===== src/rtl/pipe_stage.sv =====
// pipe_stage: valid/ready pipeline register with a 2-entry skid buffer.
// The main register drives the outputs directly. The hidden skid register
// absorbs the one beat that arrives while downstream first stalls.
// Empty slots present BUBBLE. flush kills both entries.
// A saturating counter records the cycles in which downstream stalls a valid output.
module pipe_stage #(
    parameter int            DW     = 64,
    parameter logic [DW-1:0] BUBBLE = {DW{1'b0}},
    parameter int            SCW    = 16
) (
    input  logic           clk,
    input  logic           rst,
    input  logic           flush,
    input  logic           in_valid,
    output logic           in_ready,
    input  logic [DW-1:0]  in_data,
    output logic           out_valid,
    input  logic           out_ready,
    output logic [DW-1:0]  out_data,
    output logic [1:0]     occupancy,
    output logic [SCW-1:0] stall_cnt
);

    // Handshake: a beat transfers on a rising edge where valid and ready are
    // both high. A producer holds valid and data stable until that edge. A
    // consumer may drive ready regardless of valid. in_ready is derived only
    // from registered state, so it never depends combinationally on out_ready.

    logic          m_valid;
    logic [DW-1:0] m_data;
    logic          s_valid;
    logic [DW-1:0] s_data;

    logic in_fire;
    logic out_fire;
    logic main_free;

    localparam logic [SCW-1:0] STALL_MAX = {SCW{1'b1}};

    assign in_ready  = !s_valid;
    assign out_valid = m_valid;
    assign out_data  = m_data;
    assign occupancy = {1'b0, m_valid} + {1'b0, s_valid};

    assign in_fire   = in_valid && in_ready;
    assign out_fire  = m_valid && out_ready;
    // Main can take a new value when it is empty or its current beat is leaving.
    assign main_free = !m_valid || out_fire;

    // Main and skid registers: reset beats flush, and flush beats the handshake.
    always_ff @(posedge clk) begin
        if (rst || flush) begin
            m_valid <= 1'b0;
            m_data  <= BUBBLE;
            s_valid <= 1'b0;
            s_data  <= BUBBLE;
        end else if (main_free) begin
            if (s_valid) begin
                // Drain: the skid is full only when in_ready was low, so no input beat competes.
                m_valid <= 1'b1;
                m_data  <= s_data;
                s_valid <= 1'b0;
            end else if (in_fire) begin
                m_valid <= 1'b1;
                m_data  <= in_data;
            end else begin
                // Reload BUBBLE so a killed or consumed payload never stays visible.
                m_valid <= 1'b0;
                m_data  <= BUBBLE;
            end
        end else if (in_fire) begin
            // Main is held by backpressure, so the accepted beat parks in the skid.
            s_valid <= 1'b1;
            s_data  <= in_data;
        end
    end

    // Stall statistics: saturating; only reset clears it, and flush leaves it alone.
    always_ff @(posedge clk) begin
        if (rst) begin
            stall_cnt <= '0;
        end else if (m_valid && !out_ready && stall_cnt != STALL_MAX) begin
            stall_cnt <= stall_cnt + 1'b1;
        end
    end

endmodule

===== config.mk =====
export PLATFORM = sky130hd
export DESIGN_NAME = pipe_stage
export DESIGN_NICKNAME = d
export VERILOG_FILES = /design/src/rtl/pipe_stage.sv
export SDC_FILE = /design/constraint.sdc
export NUM_CORES = 1
export LEC_CHECK = 0
export ABC_AREA = 1
export CAP_MARGIN = 10
export CORE_MARGIN = 4
export CORE_UTILIZATION = 53
export DETAILED_ROUTE_END_ITERATION = 12
export GPL_TIMING_DRIVEN = 0
export PLACE_DENSITY = 0.89
export REMOVE_ABC_BUFFERS = 1
export SKIP_LAST_GASP = 1
export SYNTH_ARGS = -nofsm -noshare
export SYNTH_HDL_FRONTEND = slang
export SYNTH_SLANG_ARGS = --single-unit

===== constraint.sdc =====
create_clock -name clk -period 2.15 [get_ports clk]
set_input_delay 0.645 -clock clk [delete_from_list [all_inputs] [get_ports clk]]
set_output_delay 0.645 -clock clk [all_outputs]
set_load 0.01 [all_outputs]

==> impl_metrics.env <==
export IMPL_final_cell_mix="nor2_1 (164), clkdlybuf4s50_1 (150), dfxtp_1 (143), a21oi_1 (137), nand2_1 (102)"
export IMPL_antenna_found_initial=0
export IMPL_cts_htree_levels=4
export IMPL_wl_met2_um=8183
export IMPL_crit_chain="clkdlybuf4s50_1"
export IMPL_dp_hpwl_um=9626
export IMPL_avgViaCountPerCell=5.498
export IMPL_n_antenna_cell=0
export IMPL_die_area_mm2=0.01305
export IMPL_core_mm2=0.01094
export IMPL_multi_input_area_mm2=0.002733
export IMPL_power_leakage_nw=2.888
export IMPL_worst_pin_slew_ns=0.9632
export IMPL_max_stage_delay_ns=0.60
export IMPL_ys_flop_type="dfxtp_1"
export IMPL_synth_distinct_cells=25
export IMPL_syn_to_final_growth_pct=37.48
export IMPL_crit_family="buffers and inverters"
export IMPL_wirelength_um=17330
export IMPL_rsz0062_at_grt="yes"
export IMPL_maxSlewViolCount=0
export IMPL_register_area_mm2=0.002929
export IMPL_instances_no_fill=1072
export IMPL_whs_path_depth=2
export IMPL_rr_worst_depth=6
export IMPL_mostFrequentLayoutCell="nor2_1"
export IMPL_track_usage=0.2563
export IMPL_grt_pass1_vias=5547
export IMPL_num_vias=5894
export IMPL_synth_edf_count=0
export IMPL_setup_violations=0
export IMPL_grt_pass1_wl_um=27170
export IMPL_min_to="s_data[52]$_SDFFE_PP0P_"
export IMPL_async_flop_share=0
export IMPL_numPortBuffers=152
export IMPL_clk_pin_slew_worst_paths_ns=0.06
export IMPL_vdd_drop_max_v=0.0005332
export IMPL_post_route_util=0.7517
export IMPL_netlist_area_mm2=0.005979
export IMPL_clockRootBuffer="clkbuf_16"
export IMPL_maxCapViolations=0
export IMPL_die_height_um=114.2
export IMPL_n_fill_cell=809
export IMPL_cts_hold_buffers=0
export IMPL_cellPowerDensity_mw_per_mm2=772.7
export IMPL_criticalPathCategory="flop to output pin"
export IMPL_synth_avg_cell_area_um2=7.559
export IMPL_grt_max_degree=68
export IMPL_route_met3_wl_um=1590
export IMPL_start_util=0.5468
export IMPL_max_clock_path_buffers=2
export IMPL_r2r_start="s_valid$_SDFFE_PP0P_"
export IMPL_arrival_ns=1.46
export IMPL_rows=38
export IMPL_min_period_ns=2.103
export IMPL_yosys_register_bits=146
export IMPL_drc=0
export IMPL_gp_congestion=0.7717
export IMPL_ys_seq_area_frac=0.4888
export IMPL_numClockSinks=146
export IMPL_period_share=0.9780
export IMPL_worstPathRequired_ns=1.50
export IMPL_ios=153
export IMPL_cp_max_fo=6
export IMPL_cts_buffers=17
export IMPL_crit_path_start_kind="flop"
export IMPL_dr_pass1_iters=5
export IMPL_min_path_type="flop to flop"
export IMPL_place_inst=1031
export IMPL_ant_nets=0
export IMPL_maxUsedRoutingLayer="met4"
export IMPL_fin_nets=990
export IMPL_holdCritStartpoint="s_data[52]$_SDFFE_PP0P_"
export IMPL_worstSkewPairLatency_ns=0.41
export IMPL_hold_violations=0
export IMPL_tns_ns=0
export IMPL_path_buf_inv=1
export IMPL_drtIter0Drc=509
export IMPL_yosysWarnings=0
export IMPL_synthCells=791
export IMPL_finalClockSkew_ns=0.008740
export IMPL_end_kind="output pin"
export IMPL_cts_tree="built"
export IMPL_dieWidth_um=114.2
export IMPL_wl_per_cell_um=16.17
export IMPL_drive_above_1_share=0.08476
export IMPL_wl_met1_um=7228
export IMPL_r2r_slack_ns=0.38
export IMPL_max_freq_mhz=475.6
export IMPL_overflow=0
export IMPL_cp_slowest_cell="clkdlybuf4s50_1"
export IMPL_relSlewSlack=0.3572
export IMPL_status="complete, no violations"
export IMPL_r2r_end="out_data[20]$_SDFFE_PP0P_"
-- per-layer routing --
metal / global-route usage / up-vias
li1: - / 2890
met1: 0.3265 / 2737
met2: 0.4075 / 238
met3: 0.08668 / 29
met4: 0.08868 / 0
met5: 0 / -
-- per-stage QoR --
step	worst slack, ns	area [µm²]	hold WS, ns	total power [mW]
after CTS	-0.01478	8158	0.4869	6.366
final	0.04724	8220	0.4852	6.352
after global routing	-0.003506	8220	0.5044	6.551
after detailed placement	-2.041	7481	0.4723	3.401
after floorplan	-3.266	5645	0.4553	3.092
after global placement	-7.237	7342	0.4615	3.402
-- worst max path at each step --
stage | from | to | slack, ns | depth (start not counted)
floorplan | s_valid$_SDFFE_PP0P_ | s_data[0]$_SDFFE_PP0P_ | -3.27 | 5
global placement | s_valid$_SDFFE_PP0P_ | s_data[32]$_SDFFE_PP0P_ | -7.24 | 5
detailed placement | out_ready | s_data[38]$_SDFFE_PP0P_ | -2.04 | 8
CTS | out_ready | s_data[3]$_SDFFE_PP0P_ | -0.01 | 8
global route | out_ready | stall_cnt[14]$_SDFFE_PP0P_ | -0.004 | 9
finish | stall_cnt[8]$_SDFFE_PP0P_ | stall_cnt[8] | 0.05 | 1
-- flip-flops by register name, summed over array words and instances (netlist names) --
register / flops
s_valid: 1
stall_cnt: 16
out_data: 64
out_valid: 1
s_data: 64
-- cell usage after synthesis (3+ instances only) --
library cell    n  share of area
buf_2           9         0.0075
inv_1           9         0.0056
nand2_1       102          0.064
nor2_1        165           0.10
nand3_1        11         0.0092
a21oi_1       137           0.11
nor2_2          7         0.0073
o21ai_1        60          0.050
buf_6           7          0.013
nor2_4          6          0.011
nand2_2         6         0.0063
clkbuf_1       26          0.016
dfxtp_1       146           0.49
o21ai_0        69          0.058
nand3_2         3         0.0050
inv_2           3         0.0019
buf_4          14          0.018
-- cell type report --
type                    count  share of cell area
flip-flops and latches    146              0.3563
repair buffers            164              0.2084
inverters                  12            0.009285
clock buffers              19             0.05266
clock inverters            13             0.01963
multi-input cells         578              0.3324
well taps                 140             0.02131
-- kinds of logic (layout without fill, tap and decap cells) --
group / Yosys count / count (layout) / share of synthesized area
flip-flops: 146 / 146 / 0.4888
buffers and inverters: 70 / 208 / 0.06340
AO/OA/AOI/OAI: 267 / 267 / 0.2241
adder cells (fa/ha/maj): 2 / 2 / 0.004184
AND/OR/NAND/NOR: 306 / 309 / 0.2195
-- report_power, final --
group	total [mW]	internal, mW	switching, mW
Sequential	2.79	2.76	0.0323
Clock	2.98	1.83	1.16
Combinational	0.576	0.284	0.292
-- timing repair --
item,in CTS,in global routing
pin swaps,2,2
gates cloned,2,2
buffers inserted,5,0
setup endpoints to repair,148,92
resized for setup,10,6
(Power assumes the default switching activity.)
